### src/rtl/uart_tx_fifo.sv
// uart_tx_fifo: queues 6809 byte writes and drains them one at a time to the UART data port.
// Latency: push at edge k -> pop at k+1 -> o_uart_data_ce high from k+2 for STROBE_CYCLES clocks.
// Backpressure: a write to a full queue is dropped and flagged; the drain is paced by UART busy rise/fall.
// Optional IRQ support is built only when TXFIFO_IRQ_EN is defined; otherwise o_IRQ is tied high.

// tx_fifo: generic circular byte queue with occupancy count and a combinational head.
// Latency: a pushed entry is visible in count and head one clock after the push edge.
// Backpressure: none internally; the caller must not push when full or pop when empty.
module tx_fifo #(
  parameter int DEPTH  = 16,
  parameter int ADDR_W = 4,
  parameter int W      = 8
) (
  input  logic              clk,
  input  logic              reset,
  input  logic              push,
  input  logic [W-1:0]      push_dat,
  input  logic              pop,
  output logic [W-1:0]      head,
  output logic [ADDR_W:0]   count
);
  localparam int CNT_W = ADDR_W + 1;

  logic [W-1:0]      mem [DEPTH];
  logic [ADDR_W-1:0] wr_ptr;
  logic [ADDR_W-1:0] rd_ptr;

  // Storage write; contents need no reset because count gates every read.
  always_ff @(posedge clk) begin
    if (push) mem[wr_ptr] <= push_dat;
  end

  // Pointers wrap naturally since DEPTH is a power of two; count tracks occupancy.
  always_ff @(posedge clk or negedge reset) begin
    if (!reset) begin
      wr_ptr <= '0;
      rd_ptr <= '0;
      count  <= '0;
    end else begin
      if (push) wr_ptr <= wr_ptr + 1'b1;
      if (pop)  rd_ptr <= rd_ptr + 1'b1;
      count <= count + CNT_W'(push) - CNT_W'(pop);
    end
  end

  assign head = mem[rd_ptr];
endmodule

module uart_tx_fifo #(
  parameter int DEPTH         = 16,
  parameter int ADDR_W        = 4,
  parameter int STROBE_CYCLES = 2,
  parameter int BUSY_TIMEOUT  = 16383
) (
  input  logic              clk,
  input  logic              reset,
  input  logic              i_RW,
  input  logic              i_fifo_data_ce,
  input  logic              i_fifo_status_ce,
  input  logic [7:0]        i_data,
  output logic [7:0]        o_status,
  output logic [ADDR_W:0]   o_count,
  output logic [7:0]        o_uart_data,
  output logic              o_uart_data_ce,
  output logic              o_uart_rw,
  input  logic              i_uart_busy,
  input  logic              i_irq_enable,
  output logic              o_IRQ
);
  localparam int CNT_W = ADDR_W + 1;

  typedef enum logic [1:0] {IDLE, ISSUE, WAIT_BUSY, WAIT_DONE} state_t;

  state_t            state;
  logic [3:0]        stb_cnt;
  logic [13:0]       to_cnt;
  logic              wr, wr_d, push_req, push, full, ovf_set;
  logic              rd, rd_d, rd_fall;
  logic              pop, to_fire;
  logic              ovf, to_flag, ovf_nxt, to_nxt;
  logic [7:0]        head;
  logic [ADDR_W:0]   count_nxt;

  // Bus decode: the CE is a level held for the whole access, so only its first clock pushes.
  assign wr       = !i_RW && i_fifo_data_ce;
  assign push_req = wr && !wr_d;
  assign full     = (o_count == CNT_W'(DEPTH));
  assign push     = push_req && !full;
  assign ovf_set  = push_req && full;

  // Sticky bits clear when the CPU's status read ends, so it sees them first.
  assign rd      = i_RW && i_fifo_status_ce;
  assign rd_fall = rd_d && !rd;

  assign pop       = (state == IDLE) && (o_count != '0);
  assign to_fire   = (state == WAIT_BUSY) && !i_uart_busy && (to_cnt == 14'(BUSY_TIMEOUT - 1));
  assign count_nxt = o_count + CNT_W'(push) - CNT_W'(pop);
  // A new event in the same clock as the clear wins, since the CPU has not seen it yet.
  assign ovf_nxt   = ovf_set | (ovf & !rd_fall);
  assign to_nxt    = to_fire | (to_flag & !rd_fall);

  tx_fifo #(.DEPTH(DEPTH), .ADDR_W(ADDR_W), .W(8)) u_fifo (
    .clk      (clk),
    .reset    (reset),
    .push     (push),
    .push_dat (i_data),
    .pop      (pop),
    .head     (head),
    .count    (o_count)
  );

  // Edge-detect history for the bus chip enables.
  always_ff @(posedge clk or negedge reset) begin
    if (!reset) begin
      wr_d <= 1'b0;
      rd_d <= 1'b0;
    end else begin
      wr_d <= wr;
      rd_d <= rd;
    end
  end

  // Status register built from next-state values so it tracks o_count on the same edge.
  always_ff @(posedge clk or negedge reset) begin
    if (!reset) begin
      ovf      <= 1'b0;
      to_flag  <= 1'b0;
      o_status <= 8'h01;
    end else begin
      ovf      <= ovf_nxt;
      to_flag  <= to_nxt;
      o_status <= {4'b0000, to_nxt, ovf_nxt,
                   count_nxt == CNT_W'(DEPTH), count_nxt == '0};
    end
  end

  // Drain FSM: pop, strobe the UART, then wait for its busy flag to rise and fall.
  always_ff @(posedge clk or negedge reset) begin
    if (!reset) begin
      state          <= IDLE;
      stb_cnt        <= '0;
      to_cnt         <= '0;
      o_uart_data    <= 8'h00;
      o_uart_data_ce <= 1'b0;
      o_uart_rw      <= 1'b1;
    end else begin
      case (state)
        IDLE: begin
          if (pop) begin
            o_uart_data <= head;
            stb_cnt     <= '0;
            state       <= ISSUE;
          end
        end
        ISSUE: begin
          if (stb_cnt == 4'(STROBE_CYCLES)) begin
            o_uart_data_ce <= 1'b0;
            o_uart_rw      <= 1'b1;
            to_cnt         <= '0;
            state          <= WAIT_BUSY;
          end else begin
            o_uart_data_ce <= 1'b1;
            o_uart_rw      <= 1'b0;
            stb_cnt        <= stb_cnt + 1'b1;
          end
        end
        WAIT_BUSY: begin
          // A UART that never goes busy lost the byte; give up and move on.
          if (i_uart_busy)  state  <= WAIT_DONE;
          else if (to_fire) state  <= IDLE;
          else              to_cnt <= to_cnt + 1'b1;
        end
        WAIT_DONE: begin
          if (!i_uart_busy) state <= IDLE;
        end
        default: state <= IDLE;
      endcase
    end
  end

`ifdef TXFIFO_IRQ_EN
  // Interrupt asks for more data once at most half full, or reports a dropped byte.
  always_ff @(posedge clk or negedge reset) begin
    if (!reset) o_IRQ <= 1'b1;
    else        o_IRQ <= !(i_irq_enable && ((o_count <= CNT_W'(DEPTH / 2)) || ovf));
  end
`else
  // Without IRQ support the enable has no effect and the line stays deasserted.
  logic irq_enable_unused;
  assign irq_enable_unused = i_irq_enable;
  assign o_IRQ = 1'b1;
`endif
endmodule
### config.mk
export PLATFORM = sky130hd
export DESIGN_NAME = uart_tx_fifo
export DESIGN_NICKNAME = d
export VERILOG_FILES = /design/src/rtl/uart_tx_fifo.sv
export SDC_FILE = /design/constraint.sdc
export NUM_CORES = 1
export LEC_CHECK = 0
export ABC_AREA = 1
export BUFFER_PORTS_ARGS = -buffer_cell sky130_fd_sc_hd__buf_2
export CORE_MARGIN = 3
export CORE_UTILIZATION = 35
export CTS_CLUSTER_DIAMETER = 200
export CTS_CLUSTER_SIZE = 8
export DETAILED_ROUTE_END_ITERATION = 8
export HOLD_SLACK_MARGIN = 0.06
export SLEW_MARGIN = 25
export SYNTH_ARGS = -nofsm -noshare
export SYNTH_HDL_FRONTEND = slang
export SYNTH_SLANG_ARGS = --single-unit
### constraint.sdc
create_clock -name clk -period 7.5 [get_ports clk]
set_input_delay 0.75 -clock clk [delete_from_list [all_inputs] [get_ports clk]]
set_output_delay 0.75 -clock clk [all_outputs]
set_load 0.02 [all_outputs]
* Yosys cells after proc, flatten, opt, wreduce, memory -nomap -nowiden
Memories as Yosys holds them, arrays and structs flattened. A register that Yosys moved wholly into a read port is not among the register bits.
Cells that the tools add are included.
** Word-level totals
- Latch bits :: 0
- Memories kept :: 1
- Bits of input ports :: 15
- Register bits after elaboration :: 43
- Memory bits (read-only) :: 0
- Bits in writable memories :: 128
- Output and inout port bits :: 24
** Memories
- u_fifo.mem :: words 16, width 8, rd ports 1, clocked after Yosys merged registers in 1, write ports 1, RTL line 24 : logic [W-1:0] mem [DEPTH];
** Cells by class
- Equal/unequal tests :: 14
- $lt $le $gt $ge :: 0
- Add/subtract/negate cells :: 6
- Divide/modulo/power cells :: 0
- Multipliers :: 0
- Shifts and indexed selects :: 0
- Reduce and logical (&&, ||, !) cells :: 25
- Bitwise operators :: 4
- Multiplexer cells :: 17
** Operators by type and width (count)
- $mux W14 :: 3
- $pmux W14 S2 :: 1
- $add A14 B1 Y14 const B :: 1
- $eq A14 B14 Y1 const B :: 1
- $add A4 B1 Y4 const B :: 3
- $eq A5 B5 Y1 const B :: 2
- $mux W2 :: 5
- $ne A2 B2 Y1 const B :: 5
- $logic_and A1 B1 Y1 :: 9
- $mux W4 :: 2
- $pmux W2 S4 :: 1
- $pmux W4 S2 :: 1
- $reduce_and A4 Y1 :: 2
- $logic_not A1 Y1 :: 7
- $add A5 B1 Y5 :: 1
- $logic_not A5 Y1 :: 1
- $reduce_bool A5 Y1 :: 1
- $sub A5 B1 Y5 :: 1
- $eq A2 B2 Y1 const B :: 2
- $eq A4 B2 Y1 const B :: 1
- $mux W1 :: 4
- $reduce_bool A2 Y1 :: 2
- $ne A3 B3 Y1 const B :: 1
- $reduce_and A3 Y1 :: 1
- other kinds (6) :: 8

* Longest topological paths before layout
Gate-level depths: netlist (run 1).
- Word-level depth :: 7
- Mapped depth :: 15
- Mapped depth without buffers :: 14

* Cells and area by module
A second synthesis (run 1) with hierarchy kept.
** Unflattened totals
- Cells, all modules :: 883
- Area, all modules :: 8453.1 µm²
** By module, submodules not included
- tx_fifo :: cells each 599, area an instance 6231.0 µm², instances 1
- uart_tx_fifo :: cells each 284, area an instance 2222.1 µm², instances 1

* Least setup slack after synthesis (run 1)
OpenSTA, ideal clock, no wires.
- Kind :: reg-to-reg
- From :: reg u_fifo.count[2]
- To :: reg o_status[1]
- Path slack :: 4.789 ns
- Stages on the path, launching flop included :: 15
- Clock period less this slack :: 2.711 ns
- Required time :: 7.427 ns
- Buffers on the path :: 1
- Data arrival time :: 2.638 ns
- Cells stage by stage :: dfrtp_1 -> inv_1 -> ha_1 -> nand4_1 -> nand2_1 -> inv_1 -> buf_2 -> ha_1 -> inv_1 -> ha_1 -> inv_1 -> fa_1 -> o21ai_0 -> xor2_1 -> nor2b_1
** On the way
- Elaborated cells on any way between the ends :: 8
** RTL lines
- start, declared :: RTL line 20 : output logic [ADDR_W:0] count
- start signal, assigned :: RTL line 42 : count <= count + CNT_W'(push) - CNT_W'(pop);
- $reduce_bool A5 Y1 :: RTL line 95 : assign pop = (state == IDLE) && (o_count != '0);
- $logic_and A1 B1 Y1 :: RTL line 95
- net pop :: RTL line 79 : logic pop, to_fire;
- $sub A5 B1 Y5 :: RTL line 97 : assign count_nxt = o_count + CNT_W'(push) - CNT_W'(pop);
- net count_nxt[4] :: RTL line 82 : logic [ADDR_W:0] count_nxt;
- $eq A5 B5 Y1 :: RTL line 133 : count_nxt == CNT_W'(DEPTH), count_nxt == '0};
- end signal, assigned :: RTL line 132 : o_status <= {4'b0000, to_nxt, ovf_nxt,
- end, declared :: RTL line 61 : output logic [7:0] o_status,
The timed path passes the listed nets, and every way through them passes these cells.
A chain may end at the register's enable or synchronous reset.

* Worst setup path after layout (run 1)
- From :: reg u_fifo.count[3]
- To :: reg o_status[1]
** On the way
- Word-level cells in the longest chain between the ends :: 6
- Elaborated cells on any way between the ends :: 8
** Ends and longest elaborated chain
- $eq A5 B5 Y1 :: RTL line 87 : assign full = (o_count == CNT_W'(DEPTH));
- $logic_not A1 Y1 :: RTL line 88 : assign push = push_req && !full;
- $logic_and A1 B1 Y1 :: RTL line 88
- $add A5 B1 Y5 :: RTL line 97
- $sub A5 B1 Y5 * :: RTL line 97
- net count_nxt[4] :: RTL line 82
- $eq A5 B5 Y1 * :: RTL line 133
The timed path passes the listed nets; every way through them passes the cells marked *.

==> impl_metrics.csv, run 1 <==
group,metric,value,unit
critical_path,r2r_start,"u_fifo.count[3]",
timing,clock.fmax,297,MHz
synthesis,synth_top_family_by_area,"simple AND/OR/NAND/NOR gates",
clock_network,postCtsHoldBufs,0,
clock_network,cts-root-buf,"clkbuf_16",
finish,multiInputGateArea,2470,sq um
synthesis,yosysSeqAreaShare,61.4,%
timing,drv_slew,0,
route,vias,5448,
placed_design,placed_area,8650,sq um
global_route,grt_pass1_vias,5288,
synthesis,synth.distinct_cells,33,
floorplan,die_h,160,um
clock_network,cts_tree,"yes",
synthesis,yosys.area_share.simple,23.0,%
synthesis,synth_edf_count,128,
finish,finalNonFillerCells,1205,
synthesis,synth_top_area_share,46.5,%
floorplan,start_util,36.1,%
timing,rsz0062_at_grt,"no",
timing,hold_ws,422,ps
synthesis,synth_xor_area_share,1.70,%
floorplan,dieArea,25500,sq um
power_and_ir_drop,power_density,362,nW/um^2
timing,min_period,3370,ps
placed_design,dp_slack,4100,ps
critical_path,critPathKind,"reg2reg",
min_path,hp-class,"in2async",
critical_path,cp_data_arrival_time,3740,ps
route,drt_iter0_drc,498,
clock_network,clk_pin_slew,70,ps
critical_path,rr_worst_depth,13,
placed_design,gp_congestion,0.757,
finish,layout-drive-gt1-share,10.7,%
placed_design,dp.cells,1173,
timing,postLayoutSetupSlackWorst,4130,ps
clock_network,cts_setup_buffers,0,
clock_network,cts_sinks,177,
finish,diodes,0,
job,drv_cap,0,
clock_network,clk_latency,440,ps
clock_network,post_cts_resized,0,
route,drc,0,
synthesis,synth-seq-cells,177,
synthesis,synth_compound_gate_area_share,2.41,%
synthesis,netlist_instances,857,
clock_network,cts_htree_levels,4,
floorplan,core,22900,sq um
synthesis,synth_top_area_cell,"edfxtp_1",
timing,max-slew-margin-rel,40.6,%
critical_path,reg2reg_slack,4130,ps
power_and_ir_drop,power.total,3.36,mW
route,routed_wl,17600,um
synthesis,synth_area,8270,sq um
power_and_ir_drop,peakVddDrop,219,uV
placed_design,dp.final_hpwl,10800,um
synthesis,yosys_warnings,0,
synthesis,async_flop_share,27.7,%
route,dr.pass1.iters,5,
critical_path,path_max_fanout,14,
timing,timing.final.crit_share,45.0,%
floorplan,fp-row-count,55,
route,ant_nets,0,
finish,final_util,40.5,%
finish,n_fill_cell,2225,
synthesis,synth_mux_area_share,0,%
global_route,grt_usage,14.1,%
critical_path,cp-start-kind,"register",
critical_path,endpoint_kind,"register",
synthesis,synthAdderAreaFrac,2.51,%
clock_network,cts_buffers,17,
route,wl_per_cell,14.6,um
finish,ff_latch_area,5070,sq um
timing,worst_pin_slew,888,ps
finish,stdcell_area,9280,sq um
clock_network,clk_path_buf_depth,2,
global_route,grt_max_degree,68,
critical_path,required,7870,ps
global_route,grt_pass1_wl,27900,um
synthesis,ys.flop_type,"edfxtp_1",
route,vias_per_cell,4.52,
global_route,antenna_found_initial,0,
floorplan,top_level_ports,39,
timing,skew,9.32,ps
placed_design,port_buffers,32,
floorplan,die_w,160,um
synthesis,synth.area.top_cells,"edfxtp_1, dfrtp_1, nand2_1, nand3_1, inv_1",
status,status,"finished, final reports clean",
timing,setup_viol,0,
global_route,grt.overflow.total,0,
timing,tns,0,ps
finish,nets,910,
critical_path,rr_endpoint,"o_status[1]",
finish,syn2layout_area_growth,12.3,%
synthesis,synth.avg_cell_area,9.65,sq um
power_and_ir_drop,p_leak,4.09,nW
timing,final_hold_viol_count,0,
metal layers:
metal | global-route usage, % | vias up | wire [um]
li1 | - | 2769 | -
met5 | 0 | - | 0
met1 | 17.8 | 2534 | 7900
met3 | 2.80 | 21 | 717
met4 | 4.70 | 0 | 273
met2 | 24.4 | 124 | 8730
sequential cells by signal, summed over array words and instances, names as in the netlist:
name / flops
o_status: 4
o_uart_data: 8
o_uart_data_ce: 1
o_uart_rw: 1
rd_d: 1
state: 2
stb_cnt: 4
to_cnt: 14
u_fifo.count: 5
u_fifo.mem: 128
u_fifo.rd_ptr: 4
u_fifo.wr_ptr: 4
wr_d: 1
cells by family (layout without fill, tap and decap cells):
logic type | count (synthesis) | after routing
DFF | 177 | 177
xor gates and xnor gates | 16 | 16
adders and majority gates | 16 | 16
other | 2 | 5
and+or+nand+nor | 440 | 440
AOI/OAI and AO/OA | 30 | 30
buffers and inverters | 176 | 208
synthesized netlist by cell type (3+ instances only):
master	instances
nor2_4	5
inv_1	134
clkbuf_1	6
o21bai_1	4
nor2_1	35
ha_1	15
o21ai_2	10
dfrtp_1	47
edfxtp_1	128
nand4_1	5
nand2_1	261
buf_4	7
nand2_2	6
clkinv_1	5
nand3_1	123
xor2_1	14
o21ai_1	3
o21ai_0	7
a21oi_1	5
buf_2	20
layout make-up:
class,count,share of cell area (%)
Clock buffer,17,4.58
Clock inverter,15,2.24
Inverter,140,5.69
Multi-Input combinational cell,507,26.6
Sequential cell,177,54.7
Tap cell,313,4.22
Timing Repair Buffer,36,2.05
cell usage in the layout, fill, tap and decap left out, types with 7 or more instances in the layout:
master	count
nand2_1	261
inv_1	133
edfxtp_1	128
nand3_1	123
dfrtp_1	46
nor2_1	35
buf_2	32
clkbuf_16	17
ha_1	15
xor2_1	14
o21ai_2	10
o21ai_0	7
power by group:
part	internal [mW]	switching (mW)
clock network	0.561	0.391
logic	0.339	0.811
registers	1.17	0.0900
total	2.07	1.29
how the worst max path moves through the flow:
stage                         start     endpoint  slack, ps  depth (start not counted)
floorplan           u_fifo.count[2]  o_status[1]       4790                         14
global placement    u_fifo.count[3]  o_status[1]       4180                         13
detailed placement  u_fifo.count[3]  o_status[1]       4100                         13
CTS                 u_fifo.count[3]  o_status[1]       4080                         13
global route        u_fifo.count[3]  o_status[1]       3840                         13
finish              u_fifo.count[3]  o_status[1]       4130                         13
critical path: stages, from the launching register on:
cell,delay [ps]
dfrtp_1,400
inv_1,90
ha_1,160
nand4_1,220
nand2_1,430
inv_1,350
ha_1,360
inv_1,60
ha_1,150
inv_1,50
fa_1,390
o21ai_0,240
xor2_1,240
nor2b_1,160
(Power assumes the default switching activity.)
==> run 2, diff against run 1 <==
- ABC_AREA: 1 -> 0
- clock period: 7.5 -> 3 ns (I/O delays scaled with it)
==> run 2 against run 1 <==
Cell area decreased by 4.4%. Sequential share of layout area increased by 2.5 points. Critical endpoint unchanged. Final cell count decreased by 30%. Non-clock buffer count increased by 21. Total power increased by 140%. Synthesized cell count decreased by 41%. First-iteration DRC count decreased by 41%. Sequential power increased by 150%. Clock power increased by 140%. Via count decreased by 19%. Sequential cell count unchanged. Clock-buffer cell count unchanged.
==> impl_metrics.csv, run 2 <==
group,metric,value,unit
status,status,"finished, final reports clean",
synthesis,netlist_instances,502,
placed_design,dp.cells,798,
clock_network,clk_path_buf_depth,2,
finish,nets,585,
critical_path,path_max_fanout,2,
route,dr.pass1.iters,5,
route,drc,0,
clock_network,cts_buffers,17,
power_and_ir_drop,peakVddDrop,429,uV
clock_network,clk_pin_slew,70,ps
timing,setup_viol,0,
finish,largest_reg_flops,128,
timing,max-slew-margin-rel,34.8,%
global_route,antenna_found_initial,0,
floorplan,die_h,153,um
global_route,grt_pass1_vias,4463,
clock_network,cts_sinks,177,
clock_network,clk_latency,430,ps
power_and_ir_drop,power.total,8.08,mW
synthesis,synth_edf_count,128,
floorplan,dieArea,23500,sq um
clock_network,cts_htree_levels,4,
synthesis,synth.avg_cell_area,15.1,sq um
synthesis,synth_area,7590,sq um
global_route,grt_max_degree,52,
floorplan,start_util,35.9,%
timing,final_hold_viol_count,0,
placed_design,dp_slack,-91.2,ps
synthesis,synth_top_area_share,50.6,%
route,top_layer,"met4",
timing,timing.final.crit_share,97.0,%
route,ant_nets,0,
min_path,min-delay-start,"i_fifo_status_ce",
finish,layout-drive-gt1-share,23.1,%
job,drv_cap,0,
finish,n_fill_cell,1875,
critical_path,required,3330,ps
floorplan,core,21200,sq um
floorplan,fp-row-count,53,
timing,hold_ws,109,ps
finish,finalNonFillerCells,842,
placed_design,gp_congestion,0.764,
critical_path,critPathKind,"reg2reg",
finish,multiInputGateArea,2400,sq um
timing,postLayoutSetupSlackWorst,89.7,ps
route,drt_iter0_drc,293,
finish,ff_latch_area,5080,sq um
timing,clock.fmax,344,MHz
route,vias_per_cell,5.25,
route,routed_wl,16000,um
route,route.met2.wl,8050,um
critical_path,endpoint_kind,"register",
synthesis,synth.distinct_cells,54,
critical_path,cp-start-kind,"register",
finish,mostFrequentLayoutCell,"edfxtp_1",
critical_path,cp_data_arrival_time,3240,ps
timing,rsz0062_at_grt,"yes",
floorplan,die_w,153,um
placed_design,port_buffers,32,
timing,drv_slew,0,
placed_design,dp.final_hpwl,10200,um
finish,layout_common_cells,"edfxtp_1, dfrtp_1, mux2i_1",
critical_path,critPathLaunch,"u_fifo.count[2]",
timing,min_period,2910,ps
finish,diodes,0,
synthesis,yosysSeqAreaShare,66.8,%
floorplan,top_level_ports,39,
synthesis,ys.flop_type,"edfxtp_1",
clock_network,cts_tree,"yes",
timing,skew,8.51,ps
synthesis,yosys_warnings,0,
synthesis,synthTopCellsByCount,"edfxtp_1, dfrtp_1, mux2i_1",
global_route,grt.overflow.total,0,
finish,syn2layout_area_growth,16.9,%
finish,regMostFlops,"u_fifo.mem",
power_and_ir_drop,p_leak,3.29,nW
synthesis,async_flop_share,27.7,%
timing,worst_pin_slew,975,ps
global_route,grt_pass1_wl,24600,um
global_route,grt_usage,13.6,%
finish,largestRegisters,"u_fifo.mem (128), to_cnt (14), o_uart_data (8)",
min_path,hp-class,"in2reg",
synthesis,synth.area.top_cells,"edfxtp_1, dfrtp_1, mux2i_1, mux4_2, ha_1",
route,wl_per_cell,19.1,um
clock_network,cts-root-buf,"clkbuf_16",
route,wl_met3,814,um
synthesis,synth-seq-cells,177,
synthesis,synth_top_area_cell,"edfxtp_1",
route,wl_met1,6860,um
synthesis,yosys.cell_count.top_type,"edfxtp_1",
critical_path,r2r_start,"u_fifo.count[2]",
timing,tns,0,ps
route,vias,4417,
power_and_ir_drop,power_density,910,nW/um^2
-- run 2: power by group --
group,total [mW],switching (mW),internal (mW)
sequential,3.13,0.211,2.91
clock,2.33,1.05,1.29
combinational,2.62,1.49,1.13
-- run 2: final timing paths --
kind | to | slack [ps] | cells after the start
max in group asynchronous | to_cnt[2] | 2050 | 3
max | o_status[1] | 90 | 13
min | rd_d | 110 | 2
max reg2reg | o_status[1] | 90 | 13
min reg2reg | o_status[2] | 460 | 2
min in group asynchronous | o_status[1] | 400 | 2
-- run 2: kinds of logic after synthesis --
group / after synthesis / synth area share [%]
adders and majority gates: 16 / 2.74
muxes: 52 / 9.50
other: 2 / 0.0989
and+or+nand+nor: 137 / 10.8
buffers and inverters: 42 / 2.82
DFF: 177 / 66.8
AOI/OAI and AO/OA: 66 / 6.07
xor gates and xnor gates: 10 / 1.15
-- run 2: layout make-up --
cell class | instances | area share [%]
Clock buffer | 17 | 4.79
Clock inverter | 15 | 2.30
Inverter | 15 | 0.663
Multi-Input combinational cell | 286 | 27.0
Sequential cell | 177 | 57.2
Tap cell | 275 | 3.88
Timing Repair Buffer | 57 | 4.14
-- run 2: layer usage --
layer | vias up | track usage, %
met4 | 0 | 4.50
met5 | - | 0
met2 | 121 | 22.6
met1 | 2241 | 17.2
li1 | 2028 | -
met3 | 27 | 4.08
-- run 2: critical path, cell delays in order, from the launching register on --
cell,delay [ps]
dfrtp_2,370
inv_2,60
ha_4,150
nor4b_4,130
or3_4,370
inv_4,80
ha_4,190
inv_2,60
ha_4,120
inv_2,40
fa_2,530
inv_2,40
or3_4,410
nor4bb_4,280
-- run 2: per-stage QoR --
step | instance area (sq um) | utilization [%]
floorplan | 7610 | -
global placement | 8070 | 38.1
detailed placement | 8070 | 38.1
CTS | 8830 | 41.7
global route | 8870 | 42.0
finish | 8870 | 42.0
-- run 2: repair_timing --
action / 4_1_cts / 5_1_grt
hold buffers: 2 / 0
pin swaps: 5 / 5
endpoints found under the setup margin: 2 / 3
endpoints found under the hold margin: 38 / 0
buffers inserted: 8 / 2
resized for setup: 12 / 7
